<file path="config.mk">
export PLATFORM = sky130hd
export DESIGN_NAME = easyaxi_rd_arb
export DESIGN_NICKNAME = d
export VERILOG_FILES = /design/src/rtl/easyaxi_rd_arb_pkg.sv /design/src/rtl/easyaxi_rr_arb.sv /design/src/rtl/easyaxi_rd_arb.sv
export SDC_FILE = /design/constraint.sdc
export NUM_CORES = 1
export LEC_CHECK = 0
export BUFFER_PORTS_ARGS = -buffer_cell sky130_fd_sc_hd__buf_4
export CORE_AREA = 3 3 105 107
export CTS_CLUSTER_SIZE = 30
export DETAILED_ROUTE_END_ITERATION = 10
export DIE_AREA = 0 0 108 110
export GPL_TIMING_DRIVEN = 0
export PLACE_DENSITY_LB_ADDON = 0.15
export RECOVER_POWER = 25
export SETUP_SLACK_MARGIN = 0.1
export SYNTH_ARGS = -nofsm -noshare
export SYNTH_HDL_FRONTEND = slang
export SYNTH_SLANG_ARGS = --single-unit
</file>
<file path="constraint.sdc">
create_clock -name clk -period 2.87 [get_ports clk]
set_input_delay 0.574 -clock clk [delete_from_list [all_inputs] [get_ports clk]]
set_output_delay 0.574 -clock clk [all_outputs]
set_load 0.03 [all_outputs]
</file>
<file path="src/rtl/easyaxi_rd_arb_pkg.sv">
`default_nettype none
// +--------------------------------------------------------------------------+
// | easyaxi_rd_arb_pkg                                                       |
// | Shared AXI widths, encodings and arbiter FSM type for easyaxi_rd_arb.    |
// | Revision: 1.0                                                            |
// +--------------------------------------------------------------------------+
package easyaxi_rd_arb_pkg;

    localparam int AXI_ID_W    = 4;
    localparam int AXI_ADDR_W  = 32;
    localparam int AXI_LEN_W   = 8;
    localparam int AXI_SIZE_W  = 3;
    localparam int AXI_BURST_W = 2;
    localparam int AXI_DATA_W  = 32;
    localparam int AXI_RESP_W  = 2;

    localparam logic [AXI_RESP_W-1:0]  AXI_RESP_OKAY   = 2'b00;
    localparam logic [AXI_RESP_W-1:0]  AXI_RESP_EXOKAY = 2'b01;
    localparam logic [AXI_RESP_W-1:0]  AXI_RESP_SLVERR = 2'b10;
    localparam logic [AXI_RESP_W-1:0]  AXI_RESP_DECERR = 2'b11;

    localparam logic [AXI_BURST_W-1:0] AXI_BURST_FIXED = 2'b00;
    localparam logic [AXI_BURST_W-1:0] AXI_BURST_INCR  = 2'b01;
    localparam logic [AXI_BURST_W-1:0] AXI_BURST_WRAP  = 2'b10;

    typedef enum logic [0:0] {
        ST_IDLE = 1'b0,
        ST_BUSY = 1'b1
    } arb_state_e;

    // Index width with a floor of one bit so a lone requester still has a field.
    function automatic int idx_width(input int n);
        return (n > 1) ? $clog2(n) : 1;
    endfunction

endpackage : easyaxi_rd_arb_pkg
`default_nettype wire

</file>
<file path="src/rtl/easyaxi_rr_arb.sv">
`default_nettype none
// +--------------------------------------------------------------------------+
// | easyaxi_rr_arb                                                           |
// | Combinational round-robin picker: first request at or after rr_ptr.      |
// | Revision: 1.0                                                            |
// +--------------------------------------------------------------------------+
module easyaxi_rr_arb #(
    parameter int N     = 2,
    parameter int IDX_W = 1
) (
    input  logic [N-1:0]     req,
    input  logic [IDX_W-1:0] rr_ptr,
    output logic [N-1:0]     grant,
    output logic [IDX_W-1:0] grant_idx,
    output logic             any_grant
);

    always_comb begin : p_pick
        int k;
        grant     = '0;
        grant_idx = '0;
        any_grant = 1'b0;
        k         = 0;
        for (int i = 0; i < N; i++) begin
            k = int'(rr_ptr) + i;
            if (k >= N) begin
                k = k - N;
            end
            if (!any_grant && req[k]) begin
                any_grant = 1'b1;
                grant[k]  = 1'b1;
                grant_idx = IDX_W'(k);
            end
        end
    end

endmodule : easyaxi_rr_arb
`default_nettype wire

</file>
<file path="src/rtl/easyaxi_rd_arb.sv">
`default_nettype none
// +--------------------------------------------------------------------------+
// | easyaxi_rd_arb                                                           |
// | Round-robin AR arbiter with ID-tagged R routing and per-requester        |
// | outstanding limits. Define EASYAXI_RD_ARB_PERF_EN for grant counters.    |
// | Revision: 1.0                                                            |
// +--------------------------------------------------------------------------+
module easyaxi_rd_arb
    import easyaxi_rd_arb_pkg::*;
#(
    parameter int NUM_REQ = 2,
    parameter int MAX_OST = 8,
    localparam int IDX_W  = idx_width(NUM_REQ)
) (
    input  logic                              clk,
    input  logic                              rst_n,
    input  logic [NUM_REQ-1:0]                s_arvalid,
    output logic [NUM_REQ-1:0]                s_arready,
    input  logic [NUM_REQ*AXI_ID_W-1:0]       s_arid,
    input  logic [NUM_REQ*AXI_ADDR_W-1:0]     s_araddr,
    input  logic [NUM_REQ*AXI_LEN_W-1:0]      s_arlen,
    input  logic [NUM_REQ*AXI_SIZE_W-1:0]     s_arsize,
    input  logic [NUM_REQ*AXI_BURST_W-1:0]    s_arburst,
    output logic [NUM_REQ-1:0]                s_rvalid,
    input  logic [NUM_REQ-1:0]                s_rready,
    output logic [AXI_ID_W-1:0]               s_rid,
    output logic [AXI_DATA_W-1:0]             s_rdata,
    output logic [AXI_RESP_W-1:0]             s_rresp,
    output logic                              s_rlast,
    output logic                              m_arvalid,
    input  logic                              m_arready,
    output logic [AXI_ID_W+IDX_W-1:0]         m_arid,
    output logic [AXI_ADDR_W-1:0]             m_araddr,
    output logic [AXI_LEN_W-1:0]              m_arlen,
    output logic [AXI_SIZE_W-1:0]             m_arsize,
    output logic [AXI_BURST_W-1:0]            m_arburst,
    input  logic                              m_rvalid,
    input  logic [AXI_ID_W+IDX_W-1:0]         m_rid,
    input  logic [AXI_DATA_W-1:0]             m_rdata,
    input  logic [AXI_RESP_W-1:0]             m_rresp,
    input  logic                              m_rlast,
    output logic                              m_rready,
    output logic                              route_err,
    output logic [NUM_REQ*16-1:0]             perf_grant_cnt
);

    localparam int OST_W = $clog2(MAX_OST) + 1;
    localparam logic [OST_W-1:0] c_OST_FULL = OST_W'(MAX_OST);

    arb_state_e                          r_state, w_state_nxt;
    logic [IDX_W-1:0]                    r_grant_idx, w_grant_idx_nxt;
    logic [NUM_REQ-1:0]                  r_grant_oh, w_grant_oh_nxt;
    logic [IDX_W-1:0]                    r_rr_ptr, w_rr_ptr_nxt;
    logic [NUM_REQ-1:0][OST_W-1:0]       r_ost_cnt;
    logic                                r_route_err;

    logic [NUM_REQ-1:0]                  w_eligible;
    logic [NUM_REQ-1:0]                  w_pick_oh;
    logic [IDX_W-1:0]                    w_pick_idx;
    logic                                w_pick_any;
    logic                                w_busy;
    logic                                w_ar_hs;
    logic [NUM_REQ-1:0]                  w_ar_inc;
    logic [IDX_W-1:0]                    w_r_idx;
    logic [NUM_REQ-1:0]                  w_r_sel;
    logic                                w_r_ok;
    logic                                w_r_hs;
    logic [NUM_REQ-1:0]                  w_r_dec;
    logic [NUM_REQ-1:0]                  w_dec_err;

    generate
        for (genvar k = 0; k < NUM_REQ; k++) begin : g_elig
            assign w_eligible[k] = s_arvalid[k] & (r_ost_cnt[k] != c_OST_FULL);
            assign w_r_sel[k]    = (w_r_idx == IDX_W'(k));
        end
    endgenerate

    easyaxi_rr_arb #(
        .N     (NUM_REQ),
        .IDX_W (IDX_W)
    ) u_rr_arb (
        .req       (w_eligible),
        .rr_ptr    (r_rr_ptr),
        .grant     (w_pick_oh),
        .grant_idx (w_pick_idx),
        .any_grant (w_pick_any)
    );

    always_ff @(posedge clk) begin
        if (!rst_n) begin
            r_state     <= ST_IDLE;
            r_grant_idx <= '0;
            r_grant_oh  <= '0;
            r_rr_ptr    <= '0;
        end else begin
            r_state     <= w_state_nxt;
            r_grant_idx <= w_grant_idx_nxt;
            r_grant_oh  <= w_grant_oh_nxt;
            r_rr_ptr    <= w_rr_ptr_nxt;
        end
    end

    // The grant is held in BUSY until the downstream handshake; no preemption.
    always_comb begin
        w_state_nxt     = r_state;
        w_grant_idx_nxt = r_grant_idx;
        w_grant_oh_nxt  = r_grant_oh;
        w_rr_ptr_nxt    = r_rr_ptr;
        case (r_state)
            ST_IDLE: begin
                if (w_pick_any) begin
                    w_state_nxt     = ST_BUSY;
                    w_grant_idx_nxt = w_pick_idx;
                    w_grant_oh_nxt  = w_pick_oh;
                end
            end
            ST_BUSY: begin
                if (m_arready) begin
                    w_state_nxt  = ST_IDLE;
                    w_rr_ptr_nxt = (r_grant_idx == IDX_W'(NUM_REQ - 1)) ? '0
                                 : r_grant_idx + IDX_W'(1);
                end
            end
            default: w_state_nxt = ST_IDLE;
        endcase
    end

    assign w_busy    = (r_state == ST_BUSY);
    assign w_ar_hs   = w_busy & m_arready;
    assign w_ar_inc  = w_ar_hs ? r_grant_oh : '0;
    assign m_arvalid = w_busy;
    assign s_arready = w_ar_inc;

    assign m_arid    = w_busy ? {r_grant_idx, s_arid[int'(r_grant_idx)*AXI_ID_W +: AXI_ID_W]} : '0;
    assign m_araddr  = w_busy ? s_araddr[int'(r_grant_idx)*AXI_ADDR_W +: AXI_ADDR_W] : '0;
    assign m_arlen   = w_busy ? s_arlen[int'(r_grant_idx)*AXI_LEN_W +: AXI_LEN_W] : '0;
    assign m_arsize  = w_busy ? s_arsize[int'(r_grant_idx)*AXI_SIZE_W +: AXI_SIZE_W] : '0;
    assign m_arburst = w_busy ? s_arburst[int'(r_grant_idx)*AXI_BURST_W +: AXI_BURST_W] : '0;

    // Beats whose index names no requester are swallowed so the slave never stalls.
    assign w_r_idx  = m_rid[AXI_ID_W +: IDX_W];
    assign w_r_ok   = |w_r_sel;
    assign m_rready = w_r_ok ? |(w_r_sel & s_rready) : 1'b1;
    assign s_rvalid = m_rvalid ? w_r_sel : '0;
    assign w_r_hs   = m_rvalid & m_rready;
    assign w_r_dec  = (w_r_hs & m_rlast) ? w_r_sel : '0;

    assign s_rid   = m_rid[AXI_ID_W-1:0];
    assign s_rdata = m_rdata;
    assign s_rresp = m_rresp;
    assign s_rlast = m_rlast;

    assign w_dec_err = w_r_dec & ~w_ar_inc & {NUM_REQ{1'b0}} | w_r_dec & ~w_ar_inc & w_zero_cnt();

    function automatic logic [NUM_REQ-1:0] w_zero_cnt();
        logic [NUM_REQ-1:0] z;
        for (int k = 0; k < NUM_REQ; k++) begin
            z[k] = (r_ost_cnt[k] == '0);
        end
        return z;
    endfunction

    // A simultaneous grant and last beat for one requester cancel out.
    always_ff @(posedge clk) begin
        if (!rst_n) begin
            r_ost_cnt <= '0;
        end else begin
            for (int k = 0; k < NUM_REQ; k++) begin
                if (w_ar_inc[k] && !w_r_dec[k]) begin
                    r_ost_cnt[k] <= r_ost_cnt[k] + OST_W'(1);
                end else if (w_r_dec[k] && !w_ar_inc[k] && (r_ost_cnt[k] != '0)) begin
                    r_ost_cnt[k] <= r_ost_cnt[k] - OST_W'(1);
                end
            end
        end
    end

    always_ff @(posedge clk) begin
        if (!rst_n) begin
            r_route_err <= 1'b0;
        end else if ((w_r_hs && !w_r_ok) || (|w_dec_err)) begin
            r_route_err <= 1'b1;
        end
    end

    assign route_err = r_route_err;

`ifdef EASYAXI_RD_ARB_PERF_EN
    logic [NUM_REQ-1:0][15:0] r_perf_cnt;

    always_ff @(posedge clk) begin
        if (!rst_n) begin
            r_perf_cnt <= '0;
        end else begin
            for (int k = 0; k < NUM_REQ; k++) begin
                if (w_ar_inc[k] && (r_perf_cnt[k] != 16'hFFFF)) begin
                    r_perf_cnt[k] <= r_perf_cnt[k] + 16'd1;
                end
            end
        end
    end

    assign perf_grant_cnt = r_perf_cnt;
`else
    assign perf_grant_cnt = '0;
`endif

endmodule : easyaxi_rd_arb
`default_nettype wire
</file>
==> impl_metrics.toml, run 1 <==
[run_status]
status = "finished, final reports clean"

[job]
drv_cap = 0

[critical_path]
cp_slowest_stage_delay_ns = 0.43
cp-start-kind = "register"
critPathTopFamily = "compound AO/OA/AOI/OAI gates"
path_buf_inv = 2
cp.required_ns = 3.00
crit_slowest_cell = "nor2_1"
path_class = "reg -> reg"
path_cells = "buf_2 -> nand3_1 -> nor2_1 -> inv_1 -> ha_1 -> a21o_1 -> a221oi_1 -> o22ai_2 -> mux2i_1"
end_kind = "register"
cp_max_fo = 9
arrival_ns = 2.64

[power]
p_leak_uw = 0.00203
switching_share_pct = 43.3
peakVddDrop_uv = 152
p_seq_share_pct = 18.5
pwr-share-comb_pct = 64.7
clockPowerShare_pct = 16.8
p_int_uw = 656
p_total_uw = 1160
p_sw_uw = 502
power.density_nw_per_um2 = 293

[synth]
ys_seq_area_share_pct = 12.8
yosys_warnings = 0
ys_ff_latch = 14
ys_async_sr_fraction_pct = 0
synth_area_um2 = 2190
synth_cell_types = 43
synthCells = 286
synth_edf_count = 0
synthFlopType = "dfxtp_1"
avgSynthCellArea_um2 = 7.66

[cts]
cts_max_level = 1
cts_buffers = 3
cts_tree = "yes"
post_cts_buffers = 0
clkLatencyLatePin_ns = 0.24
root_buffer = "clkbuf_8"
clkSinkCount = 14
cts_buffer_depth = 2
clk_pin_slew_worst_paths_ns = 0.06

[drt]
drc = 0
dr.first_iter.drc_count = 71
routed_wl_mm = 9.42
vias = 2669
drtPass1Iterations = 4
routedWlPerCell_um = 14.3
ant_nets = 0
vias_per_cell = 4.05

[global_route]
grt_usage_pct = 13.7
overflow = 0
grt_max_degree = 11
antenna_found_initial = 2
grt_pass1_wl_mm = 12.9
grt_pass1_vias = 2577

[floorplanning]
die_area_um2 = 11900
die_y_um = 110
start_util_pct = 21.4
die_w_um = 108
core_um2 = 10200
io_pins = 274
rows = 37

[placed_design]
port_buffers = 202
post-dp-hpwl_mm = 8.30
gp_congestion = 0.806

[finish]
area_growth_pct = 80.5
num_antenna_cells = 0
final_core_util_pct = 38.6
nFillCells = 1116
final_cell_mix = "buf_4 (247), nor2_1 (52), mux2i_1 (51), clkbuf_1 (33), conb_1 (32)"
final_common_cell = "buf_4"
drive_gt1_share_pct = 51.6
fin_nets = 676

[sta]
setup_viol = 0
maxSlewHeadroom_pct = 44.6
worstMarginPinSlew_ns = 0.820
min_period_ns = 2.51
hold_viol = 0
drv_slew = 0
grt_setup_unrepaired = "false"
tns_ns = 0
finalCritPeriodShare_pct = 87.4
clock.fmax_ghz = 0.399
skew_ns = 0.00325

[min_path]
worstHoldPathType = "reg -> reg"
## worst paths after layout
check	startpoint	to	slack, ns	depth (start not counted)
max	m_arvalid	r_ost_cnt[7]	0.36	9
min	route_err	route_err	0.47	2
max reg2reg	m_arvalid	r_ost_cnt[7]	0.36	9
min reg2reg	route_err	route_err	0.47	2
## tightest hold or removal path: stages (launching register included)
cell and delay (ns):
dfxtp_1 0.32, nor3_1 0.05, nor2_1 0.07
## layout make-up
type / count / area (um2) / share of cell area, %
Buffer: 86 / 612 / 15.5
Clock buffer: 4 / 55.1 / 1.39
Inverter: 7 / 26.3 / 0.665
Multi-Input combinational cell: 210 / 1390 / 35.2
Sequential cell: 14 / 280 / 7.09
Tap cell: 136 / 170 / 4.31
Timing Repair Buffer: 202 / 1420 / 35.9
## state kept, by name, summed over array words and instances, names as in the netlist
register	count
r_grant_idx	1
r_grant_oh	2
r_rr_ptr	1
route_err	1
r_ost_cnt	8
m_arvalid	1
## synth_stat cells (2+ instances only)
library cell	instances	area share [%]
buf_4	71	24
nor2_1	53	9.1
mux2i_1	51	23
dfxtp_1	14	13
a21oi_1	8	1.8
clkbuf_1	7	1.2
buf_2	6	1.4
inv_1	6	1.0
nand2_1	6	1.0
nor3_1	6	1.4
ha_1	4	2.3
nand3_1	4	0.91
o21ai_0	4	0.91
a211oi_1	3	1.0
o21a_1	3	1.0
a21boi_0	2	0.69
a221oi_1	2	0.80
and2_1	2	0.57
and3_4	2	1.0
buf_6	2	1.0
fa_1	2	1.8
nand3b_1	2	0.69
nor3_2	2	0.91
o21ai_1	2	0.46
o22ai_2	2	1.1
o311a_1	2	0.91
xnor2_1	2	0.80
## power groups by stage
stage / combinational [uW] / clock (uW) / sequential (uW)
after floorplan: 476 / 0 / 221
after global placement: 767 / 0 / 219
after detailed placement: 770 / 0 / 219
after CTS: 772 / 201 / 215
after global routing: 804 / 211 / 217
final: 749 / 194 / 215
## stage by stage
stage	cell area, um2	worst slack, ns	hold slack, ns	std cells
final	3950	0.361	0.472	659
after global routing	3950	0.144	0.505	659
after CTS	4050	0.286	0.480	659
after detailed placement	3990	0.170	0.467	655
after global placement	3990	0.233	0.460	655
after floorplan	2310	0.449	0.445	317
## cell families (layout without fill, tap and decap cells)
kind of cell | Yosys count | in the layout | synth area share (%)
other cells | 1 | 32 | 0.171
simple gates | 86 | 86 | 18.9
buf+inv | 93 | 299 | 29.1
mux | 52 | 52 | 23.8
fa+ha+maj | 6 | 6 | 4.11
compound gates | 32 | 32 | 10.3
xor+xnor | 2 | 2 | 0.800
flops | 14 | 14 | 12.8
## metal layers
layer	share of wire, %	track usage [%]
met3	8.9	4.37
met1	37	15.8
met2	53	25.3
met5	0.33	0
met4	0.36	1.89
## timing repair
| item | in CTS | in global routing |
|---|---|---|
| endpoints found under the hold margin | 0 | 0 |
| resized for setup | 0 | 1 |
| setup endpoints to repair | 0 | 1 |
| hold buffers | 0 | 0 |
No activity file was read; power rests on OpenSTA's default activity.
==> inputs of run 2 (changes only) <==
ABC_AREA = 1   (was not set)
CORE_AREA = 3 3 106 108   (was 3 3 105 107)
DIE_AREA = 0 0 109 111   (was 0 0 108 110)
SYNTH_HIERARCHICAL = 1   (was not set)
==> impl_metrics.toml, run 2 <==
[cts]
root_buffer = "clkbuf_8"
post_cts_buffers = 0
hold_buffers = 0
cts_tree = "yes"
cts_buffer_depth = 2
cts_max_level = 1
cts_buffers = 3
clkSinkCount = 14
clkLatencyLatePin_ns = 0.24
cts-resized-gates = 0
clk_pin_slew_worst_paths_ns = 0.07

[sta]
setup_viol = 0
clock.fmax_ghz = 0.435
grt_setup_unrepaired = "false"
drv_slew = 0
skew_ns = 0.00808
tns_ns = 0
finalCritPeriodShare_pct = 80.1
hold_ws_ns = 0.463
min_period_ns = 2.30
hold_viol = 0

[power]
p_int_uw = 684
power.density_nw_per_um2 = 330
p_seq_share_pct = 17.1
pwr-share-comb_pct = 68.3
p_sw_uw = 636
peakVddDrop_uv = 144
clockPowerShare_pct = 14.6
p_leak_uw = 0.00233
switching_share_pct = 48.2

[critical_path]
rrSetupSlack_ns = 0.66
r2r_cells = 10
r2r_start = "m_arvalid"
reg2reg_to = "r_ost_cnt[3]"
crit_start = "m_arvalid"
cp-start-kind = "register"
crit_end = "m_araddr[27]"
arrival_ns = 1.72
cp_max_fo = 10
cp.required_ns = 2.30
path_class = "reg -> out"
end_kind = "output port"

[floorplanning]
die_y_um = 111
core_um2 = 10300
io_pins = 274
die_area_um2 = 12100
die_w_um = 109
start_util_pct = 21.7
rows = 37

[drt]
vias = 2962
routedWlPerCell_um = 12.9
routed_wl_mm = 9.85
vias_per_cell = 3.88
drc = 0
dr.first_iter.drc_count = 105
drtPass1Iterations = 4
ant_nets = 0

[synth]
ys_seq_area_share_pct = 12.5
synthCells = 390
synth_area_um2 = 2240
synth_edf_count = 0
yosysTopAreaCell = "buf_4"
yosys_warnings = 6
ys_async_sr_fraction_pct = 0
netlist.area_leader.share_pct = 23.7
synthFlopType = "dfxtp_1"
synthTopCellsByCount = "nor2_1 (123), buf_4 (71), o21ai_0 (55)"
yosys-top-cells-area = "buf_4 (24%), nor2_1 (21%), dfxtp_1 (12%)"
ys_ff_latch = 14
synth_cell_types = 25
avgSynthCellArea_um2 = 5.76
yosysMostFrequentCell = "nor2_1"

[run_status]
status = "finished, final reports clean"

[global_route]
grt_usage_pct = 14.5
grt_pass1_vias = 2753
grt_max_degree = 11
overflow = 0
grt_pass1_wl_mm = 14.1
antenna_found_initial = 1

[finish]
final_core_util_pct = 38.8
largest_reg_flops = 8
multi_input_area_um2 = 1360
final_common_cell = "buf_4"
reg.largest.list = "r_ost_cnt x8, r_grant_oh x2"
drive_gt1_share_pct = 43.3
top_register = "r_ost_cnt"
area_growth_pct = 78.4
fin_nets = 781
num_antenna_cells = 0
regArea_um2 = 280
nFillCells = 1117
final_cell_mix = "buf_4 (248), nor2_1 (123), o21ai_0 (55), clkbuf_1 (40), conb_1 (32)"

[job]
drv_cap = 0

[min_path]
hold_path_depth = 2
worstHoldPathType = "reg -> reg"

[placed_design]
gp_congestion = 0.822
port_buffers = 203
post-dp-hpwl_mm = 8.72
==> run 2: cell types whose count changed after synthesis, moves of 6 or more <==
cell / delta
nand2_1: +20
clkbuf_1: +7
nor3_1: -6
o21ai_0: +51
nor2_2: +7
nor2_1: +70
inv_1: +24
mux2i_1: -51
nand3_1: +10
==> run 2: logic make-up after synthesis <==
family          share of synthesized area [%]
other cells                             0.167
fa+ha+maj                                4.01
flops                                    12.5
simple gates                             35.1
buf+inv                                  32.0
xor+xnor                                0.781
compound gates                           15.4
==> run 2: layer usage <==
metal / track usage, % / up-vias / share of wire (%)
met1: 13.7 / 1243 / 33
li1: - / 1581 / -
met2: 29.4 / 130 / 54
met4: 1.77 / 2 / 0.61
met3: 5.07 / 6 / 11
met5: 0 / - / 0.13
==> run 2: worst min path at each step <==
stage	from	endpoint	slack [ns]
after global routing	route_err	route_err	0.49
after detailed placement	route_err	route_err	0.45
after CTS	route_err	route_err	0.47
after floorplan	r_ost_cnt[6]	r_ost_cnt[6]	0.49
final	route_err	route_err	0.46
after global placement	route_err	route_err	0.46
==> run 2: through the flow <==
stage / worst slack, ns / cell area, um2 / power, uW / cells
6_report: 0.571 / 4010 / 1320 / 764
5_1_grt: 0.424 / 4010 / 1410 / 764
4_1_cts: 0.532 / 4110 / 1350 / 764
3_5_place_dp: 0.759 / 4060 / 1160 / 760
3_3_place_gp: 0.785 / 4060 / 1150 / 760
2_1_floorplan: 0.805 / 2360 / 805 / 421
==> run 2: area by class of cell <==
| cell class | instances | area share (%) |
|---|---|---|
| inverters | 33 | 3.09 |
| clock buffers | 4 | 1.37 |
| plain buffers | 87 | 14.8 |
| well taps | 136 | 4.25 |
| multi-input cells | 287 | 33.8 |
| flip-flops and latches | 14 | 7.00 |
| repair buffers | 203 | 35.6 |
==> run 2: worst max-delay path, stage by stage, from the launching register on <==
cell and delay [ns]:
dfxtp_1 0.53, clkbuf_1 0.34, o21ai_0 0.15, nor2_1 0.24, buf_4 0.22
==> run 2: power by group through the flow <==
stage                     clock network [uW]  logic, uW  registers (uW)
after CTS                                200        926             227
after global placement                     0        920             231
after global routing                     208        973             228
final                                    193        901             226
after detailed placement                   0        924             232
after floorplan                            0        575             231
==> inputs of run 3 (changes only) <==
CORE_AREA = 3 3 105 107   (was 3 3 106 108)
DIE_AREA = 0 0 108 110   (was 0 0 109 111)
clock period = 2.1 ns   (was 2.87 ns; I/O delays follow)
==> impl_metrics.toml, run 3 (synthesis results as in run 2) <==
[cts]
cts_buffers = 3
root_buffer = "clkbuf_8"
cts_tree = "yes"
clkSinkCount = 14
cts_buffer_depth = 2
clkLatencyLatePin_ns = 0.24
cts_max_level = 1
post_cts_buffers = 0
clk_pin_slew_worst_paths_ns = 0.06
hold_buffers = 0

[sta]
hold_viol = 0
clock.fmax_ghz = 0.542
grt_setup_unrepaired = "false"
min_period_ns = 1.84
skew_ns = 0.000836
finalCritPeriodShare_pct = 87.8
setup_viol = 0
tns_ns = 0
drv_slew = 0

[critical_path]
r2r_cells = 10
crit_end = "m_arburst[1]"
cp.required_ns = 1.68
cp-start-kind = "register"
rrSetupSlack_ns = 0.29
r2r_start = "m_arvalid"
end_kind = "output port"
arrival_ns = 1.42
cp_max_fo = 10
reg2reg_to = "r_ost_cnt[3]"
path_class = "reg -> out"
crit_start = "m_arvalid"

[finish]
largest_reg_flops = 8
reg.largest.list = "r_ost_cnt x8, r_grant_oh x2"
fin_cells = 764
final_core_util_pct = 39.4
fin_nets = 781
drive_gt1_share_pct = 45.7
top_register = "r_ost_cnt"
area_growth_pct = 79.8
fin_area_um2 = 4040
final_common_cell = "buf_4"
num_antenna_cells = 0
final_cell_mix = "buf_4 (248), nor2_1 (123), o21ai_0 (55), conb_1 (32), inv_1 (30)"

[floorplanning]
die_area_um2 = 11900
die_y_um = 110
start_util_pct = 21.9
die_w_um = 108
rows = 37
io_pins = 274
core_um2 = 10200

[placed_design]
dpl_cell_area_um2 = 4060
post-dp-hpwl_mm = 8.74
gp_congestion = 0.773
port_buffers = 203
place_inst = 760

[drt]
ant_nets = 0
vias = 2942
vias_per_cell = 3.85
drc = 0
dr.first_iter.drc_count = 112
routedWlPerCell_um = 13.0
drtPass1Iterations = 4
routed_wl_mm = 9.91

[job]
drv_cap = 0

[run_status]
status = "finished, final reports clean"

[power]
peakVddDrop_uv = 165
p_leak_uw = 0.00238
power.density_nw_per_um2 = 451

[global_route]
grt_max_degree = 11
overflow = 0
grt_pass1_wl_mm = 13.6
grt_pass1_vias = 2671
antenna_found_initial = 1
grt_usage_pct = 14.3

[min_path]
worstHoldPathType = "in -> reg"
==> run 3: cell counts in the layout (fill, tap and decap cells not counted) <==
Identical to the previous run, type by type.
==> run 3: final cells by class <==
cell class / count / area [um2]
Sequential cell: 14 / 285
Buffer: 87 / 612
Multi-Input combinational cell: 287 / 1360
Timing Repair Buffer: 203 / 1430
Clock buffer: 4 / 55.1
Fill cell: 1113 / 6200
Tap cell: 136 / 170
Inverter: 33 / 124
==> run 3: worst min path at each step <==
| stage | startpoint | to | slack [ns] | cells after the start |
|---|---|---|---|---|
| after floorplan | r_ost_cnt[6] | r_ost_cnt[6] | 0.49 | 2 |
| after global placement | route_err | route_err | 0.45 | 2 |
| after detailed placement | route_err | route_err | 0.46 | 2 |
| after CTS | rst_n | r_rr_ptr | 0.44 | 3 |
| after global routing | rst_n | r_rr_ptr | 0.47 | 3 |
| final | rst_n | r_rr_ptr | 0.45 | 3 |
==> run 3: timing repair <==
action	4_1_cts	5_1_grt
endpoints found under the setup margin	3	38
gates cloned	0	0
gates resized for setup	5	18
==> run 3: per-layer routing <==
| layer | up-vias | routed length (um) | global-route usage (%) |
|---|---|---|---|
| li1 | 1581 | - | - |
| met1 | 1234 | 3550 | 16.2 |
| met2 | 117 | 5350 | 27.5 |
| met3 | 8 | 922 | 3.38 |
| met4 | 2 | 74 | 2.34 |
| met5 | - | 11 | 0 |
==> run 3: report_power, final <==
group	internal, uW	switching [uW]	leakage, uW
Sequential	287	23.5	0.000115
Clock	166	100	0.0000288
Combinational	493	751	0.00223
Total	946	875	0.00238
==> run 3: metrics by stage <==
stage / total power, uW / hold slack (ns) / setup slack, ns
after floorplan: 1100 / 0.493 / 0.220
after global placement: 1570 / 0.454 / 0.171
after detailed placement: 1580 / 0.463 / 0.125
after CTS: 1860 / 0.444 / 0.114
after global routing: 1960 / 0.472 / 0.107
final: 1820 / 0.451 / 0.257
==> run 3: critical path: stages, from the launching register on <==
cell and delay [ns]:
dfxtp_4 0.41, clkbuf_1 0.31, o21ai_0 0.14, nor2_1 0.13
buf_4 0.18
